===== config.mk =====
export PLATFORM = sky130hd
export DESIGN_NAME = heartbeat_pulse_gen
export DESIGN_NICKNAME = d
export VERILOG_FILES = /design/src/rtl/heartbeat_pulse_gen.sv
export SDC_FILE = /design/constraint.sdc
export NUM_CORES = 1
export LEC_CHECK = 0
export BUFFER_PORTS_ARGS = -buffer_cell sky130_fd_sc_hd__buf_2
export CORE_MARGIN = 5
export CORE_UTILIZATION = 45
export DETAILED_ROUTE_END_ITERATION = 6
export HOLD_SLACK_MARGIN = 0.06
export PLACE_DENSITY = 0.74
export SLEW_MARGIN = 20
export SYNTH_ARGS = -nofsm -noshare
export SYNTH_HDL_FRONTEND = slang
export SYNTH_SLANG_ARGS = --single-unit

===== constraint.sdc =====
create_clock -name clk -period 2.5 [get_ports clk]
set_input_delay 0.75 -clock clk [delete_from_list [all_inputs] [get_ports clk]]
set_output_delay 0.75 -clock clk [all_outputs]
set_load 0.02 [all_outputs]

===== src/rtl/heartbeat_pulse_gen.sv =====
`default_nettype none
// ============================================================================
//  Module      : heartbeat_pulse_gen
//  Description : Turns the 2-bit heartbeat code into a "lub-dub" double-pulse
//                LED waveform. The beat period is selected by the code that
//                was latched at the start of the beat. Time advances only on
//                the external prescaled tick strobe.
//  Ports       : clk          - system clock
//                rst_n        - asynchronous active-low reset
//                enable       - block enable; low returns to IDLE (synchronous)
//                tick         - time-base strobe, one clk wide per tick
//                heartbeat    - code: 0 fast, 1 normal, 2 slow, 3 sleep
//                led          - heartbeat LED (registered)
//                beat_pulse   - one-clk strobe at each beat start (registered)
//                beat_count   - beats since reset/enable, wraps 255->0
//                period_code  - code latched for the beat in progress
//  Revision    : 1.0 - initial release
// ============================================================================
module heartbeat_pulse_gen #(
    parameter int ON_TICKS  = 2,
    parameter int GAP_TICKS = 2,
    parameter int PERIOD_0  = 10,
    parameter int PERIOD_1  = 16,
    parameter int PERIOD_2  = 24,
    parameter int PERIOD_3  = 40
) (
    input  logic       clk,
    input  logic       rst_n,
    input  logic       enable,
    input  logic       tick,
    input  logic [1:0] heartbeat,
    output logic       led,
    output logic       beat_pulse,
    output logic [7:0] beat_count,
    output logic [1:0] period_code
);

    typedef enum logic [2:0] {
        ST_IDLE = 3'd0,
        ST_LUB  = 3'd1,
        ST_GAP  = 3'd2,
        ST_DUB  = 3'd3,
        ST_REST = 3'd4
    } state_t;

    // Segment lengths in ticks. The REST length absorbs whatever is left of
    // the period after the two lobes and the gap.
    localparam logic [7:0] c_on_len  = 8'(ON_TICKS);
    localparam logic [7:0] c_gap_len = 8'(GAP_TICKS);
    localparam logic [7:0] c_rest_0  = 8'(PERIOD_0 - 2*ON_TICKS - GAP_TICKS);
    localparam logic [7:0] c_rest_1  = 8'(PERIOD_1 - 2*ON_TICKS - GAP_TICKS);
    localparam logic [7:0] c_rest_2  = 8'(PERIOD_2 - 2*ON_TICKS - GAP_TICKS);
    localparam logic [7:0] c_rest_3  = 8'(PERIOD_3 - 2*ON_TICKS - GAP_TICKS);

    state_t     state_q,       state_d;
    logic [7:0] cnt_q,         cnt_d;
    logic       led_q,         led_d;
    logic       beat_pulse_q,  beat_pulse_d;
    logic [7:0] beat_count_q,  beat_count_d;
    logic [1:0] period_code_q, period_code_d;

    logic [7:0] w_rest_len;
    logic [7:0] w_len;
    logic       w_last;
    logic       w_start_beat;

    // REST length follows the latched code, so a mid-beat code change cannot
    // stretch or truncate the beat in progress.
    always_comb begin
        w_rest_len = c_rest_3;
        case (period_code_q)
            2'd0:    w_rest_len = c_rest_0;
            2'd1:    w_rest_len = c_rest_1;
            2'd2:    w_rest_len = c_rest_2;
            default: w_rest_len = c_rest_3;
        endcase
    end

    always_comb begin
        w_len = 8'd1;
        case (state_q)
            ST_LUB:  w_len = c_on_len;
            ST_GAP:  w_len = c_gap_len;
            ST_DUB:  w_len = c_on_len;
            ST_REST: w_len = w_rest_len;
            default: w_len = 8'd1;
        endcase
    end

    assign w_last = (cnt_q == (w_len - 8'd1));

    always_comb begin
        state_d       = state_q;
        cnt_d         = cnt_q;
        beat_count_d  = beat_count_q;
        period_code_d = period_code_q;
        beat_pulse_d  = 1'b0;
        w_start_beat  = 1'b0;

        if (!enable) begin
            // Disable wins over tick; the latched code is kept.
            state_d      = ST_IDLE;
            cnt_d        = 8'd0;
            beat_count_d = 8'd0;
        end else if (tick) begin
            case (state_q)
                ST_IDLE: w_start_beat = 1'b1;
                ST_LUB: begin
                    if (w_last) begin
                        state_d = ST_GAP;
                        cnt_d   = 8'd0;
                    end else begin
                        cnt_d = cnt_q + 8'd1;
                    end
                end
                ST_GAP: begin
                    if (w_last) begin
                        state_d = ST_DUB;
                        cnt_d   = 8'd0;
                    end else begin
                        cnt_d = cnt_q + 8'd1;
                    end
                end
                ST_DUB: begin
                    if (w_last) begin
                        state_d = ST_REST;
                        cnt_d   = 8'd0;
                    end else begin
                        cnt_d = cnt_q + 8'd1;
                    end
                end
                ST_REST: begin
                    if (w_last) begin
                        w_start_beat = 1'b1;
                    end else begin
                        cnt_d = cnt_q + 8'd1;
                    end
                end
                default: begin
                    state_d = ST_IDLE;
                    cnt_d   = 8'd0;
                end
            endcase
        end

        // Every entry into LUB is a beat start: sample the code, bump the
        // count and fire the strobe on the same edge as the LED rise.
        if (w_start_beat) begin
            state_d       = ST_LUB;
            cnt_d         = 8'd0;
            period_code_d = heartbeat;
            beat_count_d  = beat_count_q + 8'd1;
            beat_pulse_d  = 1'b1;
        end

        led_d = (state_d == ST_LUB) || (state_d == ST_DUB);
    end

    always_ff @(posedge clk or negedge rst_n) begin
        if (!rst_n) begin
            state_q       <= ST_IDLE;
            cnt_q         <= 8'd0;
            led_q         <= 1'b0;
            beat_pulse_q  <= 1'b0;
            beat_count_q  <= 8'd0;
            period_code_q <= 2'd3;
        end else begin
            state_q       <= state_d;
            cnt_q         <= cnt_d;
            led_q         <= led_d;
            beat_pulse_q  <= beat_pulse_d;
            beat_count_q  <= beat_count_d;
            period_code_q <= period_code_d;
        end
    end

    assign led         = led_q;
    assign beat_pulse  = beat_pulse_q;
    assign beat_count  = beat_count_q;
    assign period_code = period_code_q;

endmodule
`default_nettype wire


After elaboration in Yosys (flattened, before gate mapping)
Index checks and enable logic that the tools add are counted.
- reductions and logical operators: 6
- equality and inequality tests: 13
- add/sub/neg operators: 3
- mux-type cells: 22
- operators by type and width (cell ; count):
    8-bit two-way mux ; 7
    8-bit case mux with 3 select lines ; 1
    3-bit two-way mux ; 6
    6-bit case mux with 3 select lines ; 1
    8-bit by 1-bit adder with 8-bit output, second input constant ; 2
    8-bit case mux with 2 select lines ; 1
    3-bit case mux with 4 select lines ; 1
    3-bit by 2-bit == test with 1-bit output, second input constant ; 3
    8-bit == test ; 1
    8-bit by 1-bit subtractor with 8-bit output, second input constant ; 1
    3-bit by 1-bit == test with 1-bit output, second input constant ; 2
    1-bit two-way mux ; 4
    4-bit != test, second input constant ; 1
    3-bit == test, second input constant ; 1
    3-bit zero test ; 1
    3-bit by 1-bit != test with 1-bit output, second input constant ; 1
    3-bit != test, second input constant ; 1
    3-bit AND reduction ; 1
    3-bit OR reduction ; 1
    2-bit by 1-bit == test with 1-bit output, second input constant ; 1
    2-bit == test, second input constant ; 1
    2-bit zero test ; 1
    2-bit by 1-bit != test with 1-bit output, second input constant ; 1
    1-bit case mux with 2 select lines ; 1
    other kinds (2) ; 2
- logic and storage cells: 50
- flip-flop bits (word level): 23
- output and inout port bits: 12
- bits of input ports: 6

Longest topological paths before layout
- depth after elaboration: 12
- mapped depth: 8
- depth with buffers taken out: 6

Worst setup path before layout
OpenSTA, ideal clock, no wires.
- path kind: reg2reg
- start point: register state_q[1]
- end point: register led_q, in the netlist led
- cell stages (with the launch flop): 8
- path slack: 0.208 ns
- arrival: 2.168 ns
- required time: 2.376 ns
- path through: dfrtp_1 or3b_1 buf_2 mux2i_1 o221a_2 o21ai_2 mux2_1 o31a_1
- word-level cells in the longest chain between the ends: 12
- elaborated cells between the ends (all ways): 24
- those cells by class: 1 x add/sub; 7 x eq/ne; 12 x mux; 4 x reduce/logical
- RTL lines (item ; line ; source):
    start: declaration ; 55 ; state_t state_q, state_d;
    start signal: assignment ; 168 ; state_q <= state_d;
    3-bit by 2-bit == test with 1-bit output or 3-bit by 1-bit == test with 1-bit output (tied branches) ; 81, 106 ;
    3-bit OR reduction (no line) ; n/a ;
    8-bit case mux with 2 select lines ; 81 ; case (state_q)
    8-bit by 1-bit subtractor with 8-bit output ; 90 ; assign w_last = (cnt_q == (w_len - 8'd1));
    8-bit == test ; 90 ;
    3-bit two-way mux, or another cell as far along ; 125 ; if (w_last) begin
    3-bit case mux with 4 select lines or 1-bit case mux with 2 select lines (tied branches) ; 106 ; case (state_q)
    3-bit two-way mux or 1-bit two-way mux (tied branches) ; 105 ; end else if (tick) begin
    3-bit two-way mux or 1-bit two-way mux (tied branches) ; 100 ; if (!enable) begin
    3-bit two-way mux (*) ; 148 ; if (w_start_beat) begin
    3-bit by 1-bit == test with 1-bit output or 3-bit by 2-bit == test with 1-bit output (tied branches) ; 156 ; led_d = (state_d == ST_LUB) || (state_d == ST_DUB);
    1-bit logical OR (*) ; 156 ;
    named net led_d ; 57 ; logic led_q, led_d;
    end signal: assignment ; 170 ; led_q <= led_d;
    end: declaration ; 57 ;
Mark *: on every way through the listed nets, which the timed path passes. The rest lies on a longest branch.
A chain may end at the register's enable or synchronous reset.

Final worst setup path
Same ends and word-level chain as after synthesis.

==> qor.yml <==
outcome:
  status: "finished, final reports clean"
logic_synthesis:
  syn_nets: 154
  seq_area_frac_synth_pct: 41.6
  synthTopCellsByCount: "sky130_fd_sc_hd__dfrtp_1, sky130_fd_sc_hd__nand2_1, sky130_fd_sc_hd__nor2_1"
  async_reset_ff_share_pct: 100
  main_synth_ff_type: "sky130_fd_sc_hd__dfrtp_1"
  synth.ff_latch_count: 23
  syn-mean-instance-area_sq_um: 9.51
  ys_types: 48
  number_of_enable_flip_flop_cells_after_synthesis: 0
  mappedNetlistArea_sq_mm: 0.00139
  largest_cells_by_area_after_synthesis: "sky130_fd_sc_hd__dfrtp_1, sky130_fd_sc_hd__nand2_1, sky130_fd_sc_hd__mux2i_1, sky130_fd_sc_hd__dfstp_2, sky130_fd_sc_hd__xnor2_1"
  ys.warnings.count: 0
  yosysTopAreaCellShare_pct: 37.8
  yosys.cell_count.top_type: "sky130_fd_sc_hd__dfrtp_1"
  syn_inst: 146
  post-synth-top-area-cell: "sky130_fd_sc_hd__dfrtp_1"
die:
  dieWidth_um: 65.6
  die_height_um: 65.6
  core_region_area_sq_mm: 0.00300
  initial_utilization_pct: 46.3
  design.die.area_sq_mm: 0.00430
  fp-row-count: 20
  floorplan.io_pins: 18
place:
  place.detailed.instances: 192
  place_area_sq_mm: 0.00150
  port-buffer-count: 17
  post_dp_hpwl_um: 2110
  pre_cts_slack_ns: 0.242
  finalWeightedCongestion: 0.823
pwr:
  power_mw: 1.05
  ir_drop_mv: 0.481
  power_per_cell_area_mw_per_mm2: 684
  static-leakage-power_nw: 0.660
flow_run:
  drv.max_cap_violation_count: 0
sta:
  timing.clock.skew_ns: 0.00195
  max_clock_freq_mhz: 440
  final-setup-viol-count: 0
  layout_setup_ws_ns: 0.226
  final.hold.worst_slack_ns: 0.393
  maxSlewViolCount: 0
  rsz0062_at_grt: "false"
  finalWorstPathRequiredPeriod_ns: 2.27
  min_period_over_period_pct: 91.0
  hold_fails_final_rpt: 0
  setup-tns-final_ns: 0
  worst_pin_slew_ns: 0.650
  max-slew-margin-rel_pct: 56.5
clocking:
  cts_inserted_buffers: 3
  post_cts_resized: 0
  cts.root.buffer_cell: "sky130_fd_sc_hd__clkbuf_4"
  tritoncts: "yes"
  clkLatencyLatePin_ns: 0.31
  htree_num_levels: 1
  number_of_clock_sinks: 23
  clockBufferDepth: 2
  buffers_inserted_by_post_cts_timing_repair: 0
  cts_hold_buf: 0
  clk_transition_reported_paths_ns: 0.12
global_route:
  antenna_found_initial: 0
  busiest_layer: "met2"
  grt_pass1_wl_um: 4850
  grt_start_max_net_pins: 24
  track_usage_pct: 14.0
  grtUsageMet1_pct: 17.2
  gr-usage-met2_pct: 24.9
  use_met3_pct: 3.42
  grt_pass1_vias: 1110
  globalRoute.totalOverflow: 0
routing:
  drcViolationCount: 0
  route.detailed.wl_per_inst_um: 14.2
  ant_nets: 0
  tritonroute_pass_1_iters: 4
  initialDrtViolationCount: 69
  vias: 1148
  vias_per_cell: 5.86
  routed_wirelength_um: 2780
critical_path:
  startpoint_types: "flop"
  critical_path.endpoint_type: "flop"
  worstSetupPathType: "reg2reg"
  critPathRequiredTime_ns: 2.71
  worst-endpoint-arrival_ns: 2.48
  worstPathMaxFanout: 13
finish:
  area_of_all_placed_cells_without_fillers_sq_mm: 0.00153
  layout-drive-gt1-share_pct: 20.9
  antenna-diode-count: 0
  layout.nets: 172
  postLayoutCoreUtil_pct: 50.9
  layoutNonFillerInstCount: 196
  area_growth_syn_to_layout_pct: 10.1
hold_path:
  min-delay-path-class: "in2async"
-- worst paths after layout --
kind	cells after the start	slack, ns	start	end
hold / removal	1	0.39	rst_n	cnt_q[7]
hold reg to reg	1	0.54	cnt_q[0]	cnt_q[0]
setup / recovery	6	0.23	state_q[1]	led
setup reg to reg	6	0.23	state_q[1]	led
min in group clk	1	0.54	cnt_q[0]	cnt_q[0]
max in group asynchronous	1	1.74	rst_n	period_code[0]
-- critical path: stages (launching register included) --
cell and delay, ns:
sky130_fd_sc_hd__dfrtp_1 0.44, sky130_fd_sc_hd__or3b_1 0.48, sky130_fd_sc_hd__nor3_1 0.19, sky130_fd_sc_hd__and4bb_2 0.30, sky130_fd_sc_hd__o22ai_4 0.32, sky130_fd_sc_hd__nor2_2 0.13
sky130_fd_sc_hd__o31a_1 0.31
-- placed cells by master, fill, tap and decap left out, types with 2 or more instances in the layout --
master / count
sky130_fd_sc_hd__dfrtp_1: 21
sky130_fd_sc_hd__nand2_1: 17
sky130_fd_sc_hd__buf_2: 17
sky130_fd_sc_hd__nor2_1: 9
sky130_fd_sc_hd__nand3_1: 6
sky130_fd_sc_hd__mux2i_1: 6
sky130_fd_sc_hd__o21ai_1: 5
sky130_fd_sc_hd__nand4_1: 5
sky130_fd_sc_hd__a21oi_1: 5
sky130_fd_sc_hd__nand2b_1: 4
sky130_fd_sc_hd__inv_1: 4
sky130_fd_sc_hd__nor2b_1: 4
sky130_fd_sc_hd__xnor2_1: 4
sky130_fd_sc_hd__nor3b_1: 3
sky130_fd_sc_hd__mux2_1: 3
sky130_fd_sc_hd__o31a_1: 3
sky130_fd_sc_hd__clkbuf_4: 3
sky130_fd_sc_hd__buf_4: 3
sky130_fd_sc_hd__inv_2: 2
sky130_fd_sc_hd__nor3_1: 2
sky130_fd_sc_hd__nor4_1: 2
sky130_fd_sc_hd__and3_1: 2
sky130_fd_sc_hd__and4_1: 2
sky130_fd_sc_hd__o31ai_1: 2
sky130_fd_sc_hd__or4_1: 2
sky130_fd_sc_hd__o21ai_0: 2
sky130_fd_sc_hd__or3_1: 2
sky130_fd_sc_hd__ha_1: 2
sky130_fd_sc_hd__dfstp_2: 2
-- metal layers --
metal | wire, um | up-vias
met5 | 0 | -
met4 | 24 | 0
met3 | 128 | 5
met2 | 1340 | 29
met1 | 1280 | 544
li1 | - | 570
-- area by class of cell --
| type | count | area, sq um |
|---|---|---|
| fill | 281 | 1470 |
| multi-input combinational | 110 | 752 |
| tap | 33 | 41.3 |
| clock inverter | 1 | 5.00 |
| sequential | 23 | 578 |
| clock buffer | 3 | 22.5 |
| inverter | 6 | 22.5 |
| timing repair buffer | 20 | 108 |
-- flip-flops by register name, summed over array words and instances (netlist names) --
name         flops
beat_count       8
beat_pulse       1
cnt_q            8
led              1
period_code      2
state_q          3
-- report_power, final --
group          internal, mW  switching [mW]  total [mW]
Sequential            0.429          0.0575       0.487
Combinational         0.167           0.223       0.389
Clock                0.0598           0.110       0.170
Total                 0.656           0.390        1.05
-- cell families (layout without fill, tap and decap cells) --
| logic type | after synthesis | in the layout | synth area share [%] |
|---|---|---|---|
| flip-flops | 23 | 23 | 41.6 |
| XOR/XNOR | 5 | 5 | 4.14 |
| buffers and inverters | 13 | 30 | 4.23 |
| adder cells (fa/ha/maj) | 2 | 2 | 1.80 |
| multiplexers | 9 | 9 | 6.76 |
| AO/OA/AOI/OAI | 29 | 29 | 15.5 |
| AND/OR/NAND/NOR | 65 | 65 | 25.9 |
(Power assumes the default switching activity.)
